==> src/rtl/instr_fetch.sv <==
// instr_fetch: instruction fetch stage in front of the CPU controller FSM.
// Holds the program counter, reads one 16-bit instruction per request from
// program memory, latches it into the instruction register, and hands it to
// the controller with a start strobe, then waits for the controller to
// finish before fetching the next one.
module instr_fetch #(
  parameter int                 ADDR_W   = 8,
  parameter logic [ADDR_W-1:0]  RESET_PC = '0
) (
  input  logic              clk,
  input  logic              reset,
  input  logic              run,
  input  logic              pc_load,
  input  logic [ADDR_W-1:0] pc_in,
  output logic [ADDR_W-1:0] mem_addr,
  output logic              mem_rd,
  input  logic [15:0]       mem_rdata,
  input  logic              mem_valid,
  output logic [15:0]       instruction,
  output logic              s,
  input  logic              w,
  output logic              halted,
  output logic [15:0]       retired,
  output logic [2:0]        fetch_state
);

  typedef enum logic [2:0] {
    IDLE     = 3'b000,
    REQ      = 3'b001,
    WAIT_MEM = 3'b010,
    START    = 3'b011,
    BUSY     = 3'b100,
    HALT     = 3'b101
  } state_t;

  // Top three opcode bits of a HALT instruction
  localparam logic [2:0] HALT_OPCODE = 3'b111;

  state_t            state;
  logic [ADDR_W-1:0] pc;
  logic [ADDR_W-1:0] pc_plus_one;
  logic              is_halt;

  // PC increment wraps naturally at the address width
  assign pc_plus_one = pc + ADDR_W'(1);
  assign is_halt     = (mem_rdata[15:13] == HALT_OPCODE);

  // Memory port: the address always follows the PC, the read is a single-cycle pulse in REQ
  assign mem_addr = pc;
  assign mem_rd   = (state == REQ);

  // The start strobe is only offered while the controller sits in its wait state,
  // so the controller consumes it on exactly one edge
  assign s = (state == START) && w;

  assign halted      = (state == HALT);
  assign fetch_state = state;

  // Fetch sequencer: PC, instruction register, retired counter and state all advance together
  always_ff @(posedge clk or negedge reset) begin
    if (!reset) begin
      state       <= IDLE;
      pc          <= RESET_PC;
      instruction <= 16'h0000;
      retired     <= 16'h0000;
    end else begin
      case (state)
        IDLE: begin
          if (pc_load) begin
            pc <= pc_in;
          end else if (run) begin
            state <= REQ;
          end
        end

        REQ: begin
          state <= WAIT_MEM;
        end

        WAIT_MEM: begin
          if (mem_valid) begin
            instruction <= mem_rdata;
            pc          <= pc_plus_one;
            state       <= is_halt ? HALT : START;
          end
        end

        START: begin
          if (w) begin
            state <= BUSY;
          end
        end

        BUSY: begin
          // The controller drops w on the edge it accepts s, so w high here means it has finished
          if (w) begin
            retired <= retired + 16'd1;
            state   <= run ? REQ : IDLE;
          end
        end

        HALT: begin
          if (pc_load) begin
            pc    <= pc_in;
            state <= IDLE;
          end
        end

        default: begin
          state <= IDLE;
        end
      endcase
    end
  end

endmodule
==> config.mk <==
export PLATFORM = sky130hd
export DESIGN_NAME = instr_fetch
export DESIGN_NICKNAME = d
export VERILOG_FILES = /design/src/rtl/instr_fetch.sv
export SDC_FILE = /design/constraint.sdc
export NUM_CORES = 1
export LEC_CHECK = 0
export BUFFER_PORTS_ARGS = -buffer_cell sky130_fd_sc_hd__clkbuf_2
export CAP_MARGIN = 25
export CORE_ASPECT_RATIO = 0.5
export CORE_MARGIN = 2
export CORE_UTILIZATION = 35
export CTS_CLUSTER_DIAMETER = 40
export DETAILED_ROUTE_END_ITERATION = 8
export PLACE_DENSITY = 0.62
export REMOVE_ABC_BUFFERS = 1
export SLEW_MARGIN = 20
export SYNTH_ARGS = -nofsm -noshare
export SYNTH_HDL_FRONTEND = slang
export SYNTH_SLANG_ARGS = --single-unit
==> constraint.sdc <==
create_clock -name clk -period 1.6 [get_ports clk]
set_clock_uncertainty 0.15 [all_clocks]
set_input_delay 0.24 -clock clk [delete_from_list [all_inputs] [get_ports clk]]
set_output_delay 0.24 -clock clk [all_outputs]
set_load 0.01 [all_outputs]
# Word level (Yosys, flattened, before mapping)
# Index checks and enable logic that the tools add are counted.
# Widths: inputs -> output; s select.
dict set report word_totals {
  register_bits 43
  latch_bits 0
  mem_bits_rw 0
  romBits 0
  input_bits 30
  word_cells 39
  n_memories 0
}
dict set report classes {
  n_addsub 2
  n_mul 0
  div_mod_pow 0
  magnitude_cmp 0
  n_eq_ne 13
  shift 0
  mux 12
  bitwise 0
  reduce_logical 8
}
# cell n
set ops {}
lappend ops {{$mux 3} 7}
lappend ops {{$pmux 3 s6} 1}
lappend ops {{$add 16x1->16 const B} 1}
lappend ops {{$mux 8} 2}
lappend ops {{$pmux 8 s2} 1}
lappend ops {{$ne 2x2->1 const B} 6}
lappend ops {{$eq 3x3->1 const B} 3}
lappend ops {{$add 8x1->8 const B} 1}
lappend ops {{$eq 3x2->1 const B} 2}
lappend ops {{$reduce_and 6->1} 1}
lappend ops {{$reduce_and 2->1} 2}
lappend ops {{$eq 3x1->1 const B} 1}
lappend ops {{$logic_not 3->1} 1}
lappend ops {{$reduce_and 3->1} 1}
lappend ops {{$ne 2x1->1 const B} 1}
lappend ops {{$reduce_bool 2->1} 1}
lappend ops {{$reduce_or 2->1} 1}
lappend ops {{$logic_and 1x1->1} 1}
lappend ops {{$mux 1} 1}

# Logic depth before layout (Yosys ltp)
dict set report depth {
  word_depth 4
  ltp_mapped 6
  mapped_depth_nobuf 5
}

# Worst setup path before layout
# OpenSTA, ideal clock, no wires.
dict set report synth_timing {
  path_type {register to register}
  from {register state[2], in the netlist fetch_state[2]}
  to {register instruction[10]}
  setup_time_ps 128
  t_arrival_ps 1430
  t_required_ps 1322
  setup_slack_ps -107
  path_stages_with_launch 5
  synth_period_minus_slack_ps 1707
  cell_sequence {dfrtp_1 nor4bb_1 buf_2 buf_2 mux2_1}
}
dict set report synth_between {
  elab_chain_len 2
}
# item line_no
set synth_rtl {}
lappend synth_rtl {{start, declared} 39} ;# state_t state;
lappend synth_rtl {{start signal, assigned} 84} ;# state <= is_halt ? HALT : START;
lappend synth_rtl {{start signal, assigned} 98} ;# state <= run ? REQ : IDLE;
lappend synth_rtl {{$eq 3x2->1} 67} ;# case (state)
lappend synth_rtl {{$reduce_and 2->1 (no line)} --}
lappend synth_rtl {{end signal, assigned} 82} ;# instruction <= mem_rdata;
lappend synth_rtl {{end, declared} 19} ;# output logic [15:0] instruction,
# Every way passes these cells.
# A chain may end at the register's enable or synchronous reset.

# Worst setup path after layout
dict set report layout_timing {
  from {register state[2], in the netlist fetch_state[2]}
  to {register state[0], in the netlist fetch_state[0]}
}
dict set report layout_between {
  elab_chain_len 3
  word_cells_on_any_way 14
}
# item line_no
set layout_rtl {}
lappend layout_rtl {{$eq 3x3->1, or another cell as far along} 67}
lappend layout_rtl {{$ne 2x2->1 (no line)} --}
lappend layout_rtl {{$reduce_and 6->1 (no line)} --}
# Parallel ways exist; a longest one is shown, timed or not.

==> out/qor.yml <==
grt_util_met3: 0.0422
cts_tree: "done"
finalWeightedCongestion: 0.753
detail-route-antenna-nets: 0
firstDrtPassIters: 7
yosys_warnings: 0
cts_root_buf: "clkbuf_16"
routed_wirelength_um: 5150
h-tree-depth: 2
grt_setup_unrepaired: "true"
synthArstFlopShare: 1.00
gr-usage-met2: 0.257
vias_per_cell: 5.01
rrSetupSlack_ps: -110
hold_viol: 0
finalCriticalPeriod_ps: 1710
path_buf_inv: 1
n_antenna_cell: 0
cts.path.max_buffers: 2
drc_errors: 3
path_class: "flop to flop"
synth_flop_cell: "dfrtp_1"
coreArea_um2: 5610
dieArea_um2: 6610
syn-cell-area_um2: 2080
grt_overflow: 0
startpoint_type: "flop"
track_usage: 0.151
rows: 19
die_x_um: 113
ys_seq_area_frac: 0.517
worstPathRequired_ps: 1610
fillers: 507
antenna_found_initial: 0
clock_sinks: 43
grt_pass1_wl_um: 7910
grt-busiest-layer: "met2"
critPathCaptureType: "flop"
routedWlPerCell_um: 14.3
slew_headroom: 0.756
fin_area_um2: 3140
yosysUniqueCellTypes: 39
hold_slack_ps: 40.6
hold_path.class: "primary input to flop"
met1_usage: 0.193
dp_slack_ps: -125
syn_inst: 178
slew_viol_final: 0
drv_cap: 0
vias: 1808
placed_area_um2: 2730
arrival_ps: 1720
initial_core_util: 0.371
fmax_ghz: 0.585
violations: "DRC, setup timing"
clock_latency_ps: 280
status: "finished, violations left"
avgSynthCellArea_um2: 11.7
slowest_stage: "dfrtp_2"
clk_pin_slew_ps: 60
synth_edf_count: 0
drive_gt1_frac: 0.531
ir_worst_vdd_v: 0.000730
drt_iter0_drc: 56
worst_path_most_repeated_cell: "o21ai_1"
io_buffers: 75
grt_start_max_net_pins: 44
worstMarginPinSlew_ps: 364
dpl.hpwl_um: 3540
worstPathMaxFanout: 7
crit_family: "compound AO/OA/AOI/OAI gates"
path_cells: "buf_6, nor3b_1, o21ai_1, o21ai_1, o31ai_1"
period_share: 1.07
setup_violations: 28
finalPower_mw: 5.61
p_leak_nw: 1.56
slowest_delay_ps: 480
areaGrowthSynthToFinish_pct: 51.0
postLayoutCoreUtil: 0.560
grt_pass1_vias: 1667
power_density_nw_per_um2: 1790
num_io_pins: 76
worst_slack_ps: -110
chipHeight_um: 58.5
nets: 319
cts_made_buffers: 5
ys_ff_latch: 43
-- cell type report --
class,count,area [um^2],share of cell area
Clock buffer,6,129,0.0411
Tap cell,73,91.3,0.0291
Inverter,6,25.0,0.00797
Timing Repair Buffer,110,749,0.239
Multi-Input combinational cell,121,1050,0.336
Sequential cell,43,1080,0.344
Clock inverter,2,12.5,0.00399
-- power breakdown --
group | switching (mW) | internal [mW] | total, mW | leakage [nW]
Clock | 0.404 | 0.576 | 0.980 | 0.0669
Combinational | 1.21 | 1.61 | 2.83 | 0.958
Sequential | 0.341 | 1.47 | 1.81 | 0.540
Total | 1.96 | 3.66 | 5.61 | 1.56
-- per-stage QoR --
stage	setup TNS, ps	cells
after floorplan	-23800	170
after global placement	-437	343
after detailed placement	-1590	343
after CTS	-1270	356
after global routing	-3530	361
final	-1730	361
-- cell usage after synthesis (all sizes together) (2+ instances only) --
master	n	share of area
a22oi	4	0.017
o21ai	9	0.022
nand2	11	0.020
nand3	4	0.0096
o31ai	2	0.0072
and4	3	0.013
nor2	9	0.017
ha	2	0.012
xor2	5	0.025
xnor2	11	0.046
mux2	18	0.097
buf	8	0.026
and3	5	0.017
nor3b	4	0.014
inv	6	0.011
o2bb2ai	4	0.017
a21oi	3	0.0072
nand4	6	0.018
dfrtp	43	0.52
mux2i	7	0.034
nor3	4	0.0096
-- sequential cells by signal, indices dropped and copies added (netlist names) --
signal / count
retired: 16
mem_addr: 8
fetch_state: 3
instruction: 16
-- cell usage in the layout (no fill, tap or decap), types with 4 or more instances in the layout --
master     count
nand3_1        4
inv_1          5
nor3_1         4
buf_4         21
mux2i_1        6
xnor2_1       11
mux2_4        16
nand4_1        6
clkbuf_2      72
nand2_1       11
o2bb2ai_1      4
buf_6          9
clkbuf_16      7
nor2_1         8
dfrtp_1       41
o21ai_1        7
-- routing by layer --
metal,vias up,share of wire
li1,858,-
met1,889,0.46
met2,47,0.48
met3,14,0.048
met4,0,0.017
met5,-,0
-- worst paths after layout --
kind | from | end | depth (start not counted)
worst max-delay path | fetch_state[2] | fetch_state[0] | 5
worst min-delay path | mem_rdata[9] | instruction[9] | 2
worst max register to register | fetch_state[2] | fetch_state[0] | 5
worst min register to register | retired[15] | retired[15] | 1
max in group asynchronous | reset | instruction[15] | 3
min in group asynchronous | reset | fetch_state[1] | 3
-- logic make-up (layout without fill, tap and decap cells) --
| logic type | Yosys count | count (layout) | synth area share |
|---|---|---|---|
| AOI/OAI and AO/OA | 25 | 25 | 0.0818 |
| buffers and inverters | 14 | 124 | 0.0373 |
| xor gates and xnor gates | 16 | 16 | 0.0710 |
| DFF | 43 | 43 | 0.517 |
| adders and majority gates | 2 | 2 | 0.0120 |
| and+or+nand+nor | 53 | 53 | 0.149 |
| muxes | 25 | 25 | 0.131 |
-- what timing repair did --
item,4_1_cts,5_1_grt
gates cloned,0,2
pin swaps,6,10
hold endpoints to repair,43,0
setup buffers,4,3
setup endpoints to repair,35,35
resized for setup,18,28
hold buffers,1,0
Note: power is estimated with default switching activity, not from simulation.
